## src/rtl/wb_writer.sv

```systemverilog
// wb_writer -- writeback-side driver of the register-file write port.
//
// The block owns the MEM/WB pipeline register, which selects the writeback
// data when it captures it. It also owns a small FIFO that queues results
// from long-latency units. One arbiter shares the single write port between
// the two sources. A starvation counter makes sure that a queued result
// cannot be locked out of the port indefinitely.
//
// Parameters:
//   FIFO_DEPTH   : long-latency queue depth (power of two, >= 2)
//   STARVE_LIMIT : lost arbitrations before a queued result stalls the pipe (1..15)
//
// Ports:
//   clk, rst                     : clock, synchronous active-high reset
//   mem_valid/mem_rd/mem_wdsel   : MEM-stage write request, destination, data select
//   mem_alu/mem_rdata/mem_pc     : candidate writeback data sources
//   lu_valid/lu_ready            : long-latency result handshake
//   lu_rd/lu_data                : long-latency destination and result
//   RFWr/A3/WD                   : register-file write enable, address, data
//   stall_o                      : upstream must hold its MEM-stage outputs
//   pend_mask                    : bit n set while a queued entry targets register n
//
// Handshake: a long-latency result transfers on a rising edge where
// lu_valid & lu_ready are both 1. lu_ready depends only on the FIFO
// occupancy (and rst). It never depends on a pop in the same cycle, so no
// combinational path runs from the arbiter to the producer.
module wb_writer #(
  parameter int FIFO_DEPTH   = 2,
  parameter int STARVE_LIMIT = 3
) (
  input  logic        clk,
  input  logic        rst,
  input  logic        mem_valid,
  input  logic [4:0]  mem_rd,
  input  logic [1:0]  mem_wdsel,
  input  logic [31:0] mem_alu,
  input  logic [31:0] mem_rdata,
  input  logic [31:0] mem_pc,
  input  logic        lu_valid,
  output logic        lu_ready,
  input  logic [4:0]  lu_rd,
  input  logic [31:0] lu_data,
  output logic        RFWr,
  output logic [4:0]  A3,
  output logic [31:0] WD,
  output logic        stall_o,
  output logic [31:0] pend_mask
);

  localparam int          PW         = $clog2(FIFO_DEPTH);
  localparam logic [PW:0] DEPTH_CNT  = (PW+1)'(FIFO_DEPTH);
  localparam logic [3:0]  STARVE_MAX = 4'(STARVE_LIMIT);

  // MEM/WB pipeline register
  logic        r_wb_valid;
  logic [4:0]  r_wb_rd;
  logic [31:0] r_wb_data;

  // Long-latency FIFO
  logic [4:0]    r_fifo_rd   [FIFO_DEPTH];
  logic [31:0]   r_fifo_data [FIFO_DEPTH];
  logic [PW-1:0] r_wr_ptr;
  logic [PW-1:0] r_rd_ptr;
  logic [PW:0]   r_count;

  logic [3:0]    r_starve;

  logic          w_fifo_req;
  logic          w_full;
  logic          w_pipe_req;
  logic          w_push;
  logic          w_pop;
  logic          w_pipe_win;
  logic [31:0]   w_sel_data;
  logic [PW-1:0] w_off;

  assign w_fifo_req = (r_count != '0);
  assign w_full     = (r_count == DEPTH_CNT);
  // An rd=0 entry is architecturally a no-op and never claims the port.
  assign w_pipe_req = r_wb_valid && (r_wb_rd != 5'd0);

  assign lu_ready   = !rst && !w_full;
  // An accepted result aimed at x0 completes its handshake but is not stored.
  assign w_push     = lu_valid && lu_ready && (lu_rd != 5'd0);

  assign stall_o    = !rst && w_fifo_req && (r_starve == STARVE_MAX);
  // The FIFO wins when it is starving, or when the pipeline has nothing to write.
  assign w_pop      = !rst && w_fifo_req && (stall_o || !w_pipe_req);
  assign w_pipe_win = !rst && !w_pop && w_pipe_req;

  always_comb begin
    RFWr = 1'b0;
    A3   = 5'd0;
    WD   = 32'd0;
    if (w_pop) begin
      RFWr = 1'b1;
      A3   = r_fifo_rd[r_rd_ptr];
      WD   = r_fifo_data[r_rd_ptr];
    end else if (w_pipe_win) begin
      RFWr = 1'b1;
      A3   = r_wb_rd;
      WD   = r_wb_data;
    end
  end

  always_comb begin
    w_sel_data = mem_alu;
    case (mem_wdsel)
      2'b01:   w_sel_data = mem_rdata;
      2'b10:   w_sel_data = mem_pc + 32'd4;
      default: w_sel_data = mem_alu;
    endcase
  end

  // A slot is live when its distance from the read pointer is below the
  // occupancy. Duplicate destinations simply OR into the same bit.
  always_comb begin
    pend_mask = 32'd0;
    w_off     = '0;
    for (int i = 0; i < FIFO_DEPTH; i++) begin
      w_off = PW'(i) - r_rd_ptr;
      if ({1'b0, w_off} < r_count) begin
        pend_mask[r_fifo_rd[i]] = 1'b1;
      end
    end
  end

  // The FIFO storage carries no reset. Occupancy alone decides validity.
  always_ff @(posedge clk) begin
    if (w_push) begin
      r_fifo_rd[r_wr_ptr]   <= lu_rd;
      r_fifo_data[r_wr_ptr] <= lu_data;
    end
  end

  always_ff @(posedge clk) begin
    if (rst) begin
      r_wb_valid <= 1'b0;
      r_wb_rd    <= 5'd0;
      r_wb_data  <= 32'd0;
      r_wr_ptr   <= '0;
      r_rd_ptr   <= '0;
      r_count    <= '0;
      r_starve   <= 4'd0;
    end else begin
      if (w_push) begin
        r_wr_ptr <= r_wr_ptr + PW'(1);
      end
      if (w_pop) begin
        r_rd_ptr <= r_rd_ptr + PW'(1);
      end
      case ({w_push, w_pop})
        2'b10:   r_count <= r_count + (PW+1)'(1);
        2'b01:   r_count <= r_count - (PW+1)'(1);
        default: r_count <= r_count;
      endcase

      // Count the cycles that the head entry loses to the pipeline.
      if (w_pop || !w_fifo_req) begin
        r_starve <= 4'd0;
      end else if (w_pipe_win) begin
        r_starve <= r_starve + 4'd1;
      end

      // A stall freezes the entry so it is written on the next cycle.
      if (!stall_o) begin
        r_wb_valid <= mem_valid;
        r_wb_rd    <= mem_rd;
        r_wb_data  <= w_sel_data;
      end
    end
  end

endmodule

```

## config.mk

```make
export PLATFORM = sky130hd
export DESIGN_NAME = wb_writer
export DESIGN_NICKNAME = d
export VERILOG_FILES = /design/src/rtl/wb_writer.sv
export SDC_FILE = /design/constraint.sdc
export NUM_CORES = 1
export LEC_CHECK = 0
export BUFFER_PORTS_ARGS = -buffer_cell sky130_fd_sc_hd__clkbuf_2
export CAP_MARGIN = 40
export CORE_ASPECT_RATIO = 0.7
export CORE_MARGIN = 2
export CORE_UTILIZATION = 56
export DETAILED_ROUTE_END_ITERATION = 16
export PLACE_DENSITY_LB_ADDON = 0.2
export SETUP_SLACK_MARGIN = 0.5
export SLEW_MARGIN = 20
export SYNTH_ARGS = -nofsm -noshare
export SYNTH_HDL_FRONTEND = slang
export SYNTH_SLANG_ARGS = --single-unit
```

## constraint.sdc

```tcl
create_clock -name clk -period 9.6 [get_ports clk]
set_input_delay 0.96 -clock clk [delete_from_list [all_inputs] [get_ports clk]]
set_output_delay 0.96 -clock clk [all_outputs]
set_load 0.01 [all_outputs]
```

=== Word-level counts from Yosys, hierarchy flattened ===
Memory sizes are Yosys's and may differ from the RTL's. A register that Yosys moved wholly into a read port is not among the register bits.
Cells that the tools add are included.

* Output and inout port bits: 72
* Input port bits: 144
* Memory bits (writable): 74
* Logic and storage cells: 73
* Bits in registers: 46
* Memories kept: 2

* Mux-type cells: 20
* Add/subtract/negate cells: 8
* Eq/ne operators: 6
* Magnitude comparators: 6
* Bitwise gates (word level): 1
* Reduce and logical (&&, ||, !) cells: 23

{| class="wikitable"
|+ Memories
! name !! words !! width !! read ports !! clocked after Yosys merged registers in !! write ports !! line !! text
|-
| r_fifo_data || 2 || 32 || 1 || 1 || 1 || 61 || <nowiki>logic [31:0] r_fifo_data [FIFO_DEPTH];</nowiki>
|-
| r_fifo_rd || 2 || 5 || 3 || 1 || 1 || 60 || <nowiki>logic [4:0] r_fifo_rd [FIFO_DEPTH];</nowiki>
|}

{| class="wikitable"
|+ Operators with widths
! cell !! count
|-
| 32-bit two-way mux || 4
|-
| 32-bit one-hot mux with 2 select lines || 1
|-
| 32-bit by 3-bit adder with 32-bit output (second input constant) || 1
|-
| 32-bit OR || 1
|-
| 5-bit by 6-bit less-than comparator with 1-bit output (second input constant) || 2
|-
| 1-bit logical AND || 11
|-
| 1-bit demux with 5-bit select || 2
|-
| 5-bit by 1-bit >= comparator with 1-bit output (second input constant) || 2
|-
| 1-bit two-way mux || 10
|-
| 5-bit two-way mux || 2
|-
| 5-bit nonzero test || 2
|-
| 2-bit == test (second input constant) || 3
|-
| 1-bit logical NOT || 5
|-
| 4-bit by 1-bit adder with 4-bit output (second input constant) || 1
|-
| 2-bit by 1-bit == test with 1-bit output (second input constant) || 2
|-
| 4-bit by 2-bit == test with 1-bit output (second input constant) || 1
|-
| 1-bit by 2-bit less-than comparator with 1-bit output || 2
|-
| 2-bit one-hot mux with 2 select lines || 1
|-
| 2-bit nonzero test || 2
|-
| 1-bit adder (second input constant) || 2
|-
| 2-bit by 1-bit adder with 2-bit output (second input constant) || 1
|-
| 1-bit logical OR || 2
|-
| 2-bit OR reduction || 1
|-
| 1-bit subtractor (first input constant) || 2
|-
| 2-bit by 1-bit subtractor with 2-bit output (second input constant) || 1
|}

=== Logic depth before layout (Yosys ltp) ===
* Word-level depth: 10
* Gate-level depth with buffers: 11
* Gate-level depth less buffers: 10

=== Worst setup path after synthesis ===
No wires, ideal clock.

* Kind: input -> register
* Start point: in rst
* End point: mem r_fifo_data[1][0] (enable)
* Data required time: 9.169 ns
* Cell stages on the path: 5
* Setup time: 0.431 ns
* Buffers on the path: 1
* Setup slack: 5.919 ns
* Arrival time: 3.250 ns
* Path through: clkbuf_1 > inv_1 > o211ai_1 > or2_2 > nor2_1

* Word-level cells in the longest chain between the ends: 6

{| class="wikitable"
|+ Ends and longest elaborated chain
! item !! line !! text
|-
| start: declaration || 32 || <nowiki>input logic rst,</nowiki>
|-
| 1-bit logical NOT || 82 || <nowiki>assign lu_ready = !rst && !w_full;</nowiki>
|-
| 1-bit logical AND || 82 ||
|-
| 1-bit logical AND (2 in a row) || 84 || <nowiki>assign w_push = lu_valid && lu_ready && (lu_rd != 5'd0);</nowiki>
|-
| 1-bit two-way mux || 130 || <nowiki>if (w_push) begin</nowiki>
|-
| 1-bit two-way mux (not written as such) || 132 || <nowiki>r_fifo_data[r_wr_ptr] <= lu_data;</nowiki>
|-
| end: declaration || 61 ||
|}

Every way passes these cells.

=== Final worst setup path ===
* Start point: in rst
* End point: out WD[5]

* Word-level cells in the longest chain between the ends: 10

{| class="wikitable"
|+ Ends and longest elaborated chain
! item !! line !! text
|-
| 1-bit logical NOT * || 86, 88, 89 ||
|-
| 1-bit logical AND || 86, 88 ||
|-
| 1-bit logical AND || 86 || <nowiki>assign stall_o = !rst && w_fifo_req && (r_starve == STARVE_MAX);</nowiki>
|-
| 1-bit logical OR || 88 || <nowiki>assign w_pop = !rst && w_fifo_req && (stall_o || !w_pipe_req);</nowiki>
|-
| 1-bit logical AND || 88 ||
|-
| 1-bit logical NOT || 89 || <nowiki>assign w_pipe_win = !rst && !w_pop && w_pipe_req;</nowiki>
|-
| 1-bit logical AND (2 in a row) || 89 ||
|-
| 32-bit two-way mux || 99 || <nowiki>end else if (w_pipe_win) begin</nowiki>
|-
| 32-bit two-way mux * || 95 || <nowiki>if (w_pop) begin</nowiki>
|-
| end: declaration || 45 || <nowiki>output logic [31:0] WD,</nowiki>
|}

Mark *: on every way between the ends. The rest lies on a longest branch, timed or not.

==> summary.md <==
| Metric | Value |
|---|---|
| Cell count after synthesis | about 670 |
| Hold endpoint | r_starve[0] |
| FF-to-FF End | r_count[1] |
| Path type of the worst setup path | primary input to output port |
| DRC errors left | 0 |
| CP max stage delay | ~0.62 ns |
| Post-CTS setup buffer count | 0 |
| Layout cell share with drive strength beyond 1 | 0.321 |
| Register area share after synthesis | 0.473 |
| Latest clock arrival within the worst-skew pair | between 0.4 and 0.5 ns |
| Status | complete, no violations |
| Worst Path Max Fanout | 35 |
| Routed Antenna Nets | 0 |
| Tot GR Track Use | 0.328 |
| Initial core utilization | 0.572 |
| Final instance area | about 0.0085 mm² |
| Fin Clk Skew | around 0.012 ns |
| Placeable core area | approximately 0.012 mm² |
| Peak supply drop | roughly 0.15 mV |
| Unrepaired setup endpoints after global routing | no |
| Placed inst area | between 0.007 and 0.008 mm² |
| Final count of hold timing violations | 0 |
| Top delay family on crit path | buffers and inverters |
| Reg clk slew, reported paths | around 0.060 ns |
| Drt total wl | roughly 21 mm |
| CP required | a little under 9 ns |
| HP Class | flop to flop |
| Setup TNS | 0 ns |
| Ys flop type | edfxtp_1 |
| Synth cell types | between 60 and 70 |
| Area of the multi-input gates | approximately 0.0033 mm² |
| Die ar. | 0.0128 mm² |
| EDFF count, synth | 74 |
| Port buffer count | roughly 220 |
| Post-synth top area cell | edfxtp_1 |
| First-pass GRT wire length | ~32 mm |
| R2R depth | 11 |
| CTS tree | built |
| TritonRoute pass-1 iters | 5 |
| DP HPWL | approximately 15 mm |
| Start point of the worst hold path | r_starve[0] |
| Area contributors post-synth | edfxtp_1 33%, dfxtp_1 14%, mux2i_1 6.4% |
| Period utilization | 0.535 |
| WP buf/inv | 5 |
| Inserted Clock Buffers | 17 |
| R2R setup slack | approximately 5.7 ns |
| CP endpoint kind | output port |
| P&R area growth vs syn | 27.7% |
| Mapped cell area | around 0.0067 mm² |
| Worst reg2reg startpoint | r_starve[0] |
| F_max | roughly 190 MHz |
| Leakage | around 3.3 nW |
| Yosys reg bits | about 120 |
| Cts hold-fix bufs | 0 |
| CP Cell Sequence | clkbuf_2 -> o21ba_2 -> nand2_1 -> inv_2 -> buf_12 -> nor3_4 -> buf_4 -> o2bb2ai_1 -> clkbuf_2 |
| WP data arrival | about 4.2 ns |
| Finished Core Util | 0.731 |
| Worst-Margin Slew | 0.860 ns |
| Worst rel slew slack | 0.426 |
| Yosys warns | 0 |
| Post-Syn Area per Cell | 9.99 µm² |
| DR vias | around 6.6k |
| PD cells | between 150 and 200 mW/mm² |
| Register area | approximately 0.0032 mm² |
| Tmin final | around 5 ns |
| Max clock buf depth | 2 |
| Initial antenna violation count | 0 |
| Gp weighted congestion | between 0.9 and 1 |
| FP Rows | 33 |
| Fillers | roughly 840 |
| Slowest cell on crit path | nand2_1 |
| Aggregate global routing overflow | 0 |
| CTS root buf | clkbuf_16 |
| ANT cells | 0 |
| Layout Nets | 1012 |
| Wirelength per Cell | slightly above 20 µm |
| Final setup viols | 0 |
| Most used cell, CP | clkbuf_2 |
| Fin. max-slew vios | 0 |
| Via/cell ratio | between 6 and 7 |
| Mapped Nets | 818 |
| Clk sinks | about 120 |
| Die Ht | 95.4 µm |
| Hold path depth | 1 |
| WHS | about 0.46 ns |
| Top-area cell type share of the netlist area | 0.332 |
| Crit start category | primary input |
| Post-CTS Resized | 0 |
| MaxCap Viol Count | 0 |
| Htree depth | 4 |
| DRT iter0 DRCs | slightly above 500 |
| IO Pins | between 200 and 250 |
| Die width | 135 µm |
| Vias in the first global route | about 6.3k |
| Largest net degree at the start of global routing | 52 |
| Async S/R FF share, synth | 0 |
how the worst max path moves through the flow:
stage          cells after the start  start                 to
4_1_cts                            8    rst              WD[5]
3_5_place_dp                       8    rst              WD[5]
5_1_grt                            9    rst              WD[5]
3_3_place_gp                       7    rst             WD[11]
6_report                           9    rst              WD[5]
2_1_floorplan                      5    rst  r_fifo_data[1][0]
power by group:
| part | internal (mW) | switching, mW | total [mW] |
|---|---|---|---|
| sequential | 0.588 | 0.0408 | 0.629 |
| clock | 0.419 | 0.245 | 0.664 |
| combinational | 0.132 | 0.182 | 0.314 |
area by class of cell:
type / count / area share
multi-input combinational: 476 / 0.383
sequential: 121 / 0.370
timing repair buffer: 227 / 0.143
clock buffer: 20 / 0.0523
tap: 157 / 0.0230
clock inverter: 12 / 0.0193
inverter: 20 / 0.00879
sequential cells by signal, summed over array words and instances (netlist names), named ones only:
name and flops:
r_fifo_data 64, r_wb_data 32, r_fifo_rd 10, r_wb_rd 5
r_starve 4, r_count 2, r_rd_ptr 1, r_wb_valid 1
r_wr_ptr 1
Yosys cell counts (4+ instances only):
cell type and n:
nand2b_1 8, clkbuf_1 41, mux2i_1 43, or3b_1 4, nand3b_1 7, nor3_1 10, xnor2_1 7, a21oi_1 11
o221ai_1 8, o221a_2 7, or4_1 6, or3_1 9, o21ai_1 9, o211ai_1 10, nand3_1 22, nor2b_1 4
o2bb2ai_1 39, or3b_2 4, a22oi_1 14, nand2_1 64, a31oi_1 4, o21ai_0 37, dfxtp_1 47, nor2_1 24
a211oi_1 4, nor4_1 7, edfxtp_1 74, nand4_1 12, inv_1 18, a22o_1 8, buf_1 8, o22ai_1 32
o311a_1 5, nand4b_1 4, o2111ai_1 9, a221oi_1 4, ha_1 5
placed cells by master, fill, tap and decap left out, types with 6 or more instances in the layout:
cell	count
clkbuf_2	215
edfxtp_1	74
nand2_1	64
dfxtp_1	46
mux2i_1	43
o2bb2ai_1	39
o21ai_0	37
o22ai_1	32
nor2_1	23
nand3_1	22
inv_1	18
clkbuf_16	17
a22oi_1	14
nand4_1	12
a21oi_1	11
o211ai_1	10
nor3_1	10
or3_1	9
o2111ai_1	9
o21ai_1	8
nand2b_1	8
a22o_1	8
o221ai_1	8
buf_4	8
nand3b_1	7
o221a_2	7
nor4_1	7
xnor2_1	7
or4_1	6
logic make-up (layout without fill, tap and decap cells):
| group | count (synthesis) | in the layout | synth area share |
|---|---|---|---|
| fa+ha+maj | 5 | 5 | 0.00936 |
| mux | 44 | 44 | 0.0661 |
| flops | 121 | 121 | 0.473 |
| compound gates | 220 | 220 | 0.241 |
| buf+inv | 72 | 279 | 0.0410 |
| xor+xnor | 10 | 10 | 0.0131 |
| simple gates | 197 | 197 | 0.157 |
through the flow:
step                instances  total power, mW  worst slack (ns)
CTS                      1030             1.60              4.36
floorplan                 669            0.819              5.92
detailed placement        998            0.947              4.36
global placement          996            0.931              4.57
global route             1033             1.66              4.29
finish                   1033             1.61              4.46
routing by layer:
| metal | global-route usage | part of all wire | wire length (µm) | vias up |
|---|---|---|---|---|
| met1 | 0.428 | 0.41 | 8610 | 3135 |
| met5 | 0 | 0 | 0 | - |
| li1 | - | - | - | 3041 |
| met3 | 0.0914 | 0.11 | 2320 | 54 |
| met4 | 0.118 | 0.025 | 526 | 0 |
| met2 | 0.527 | 0.46 | 9700 | 407 |
Note: power is estimated with default switching activity, not from simulation.
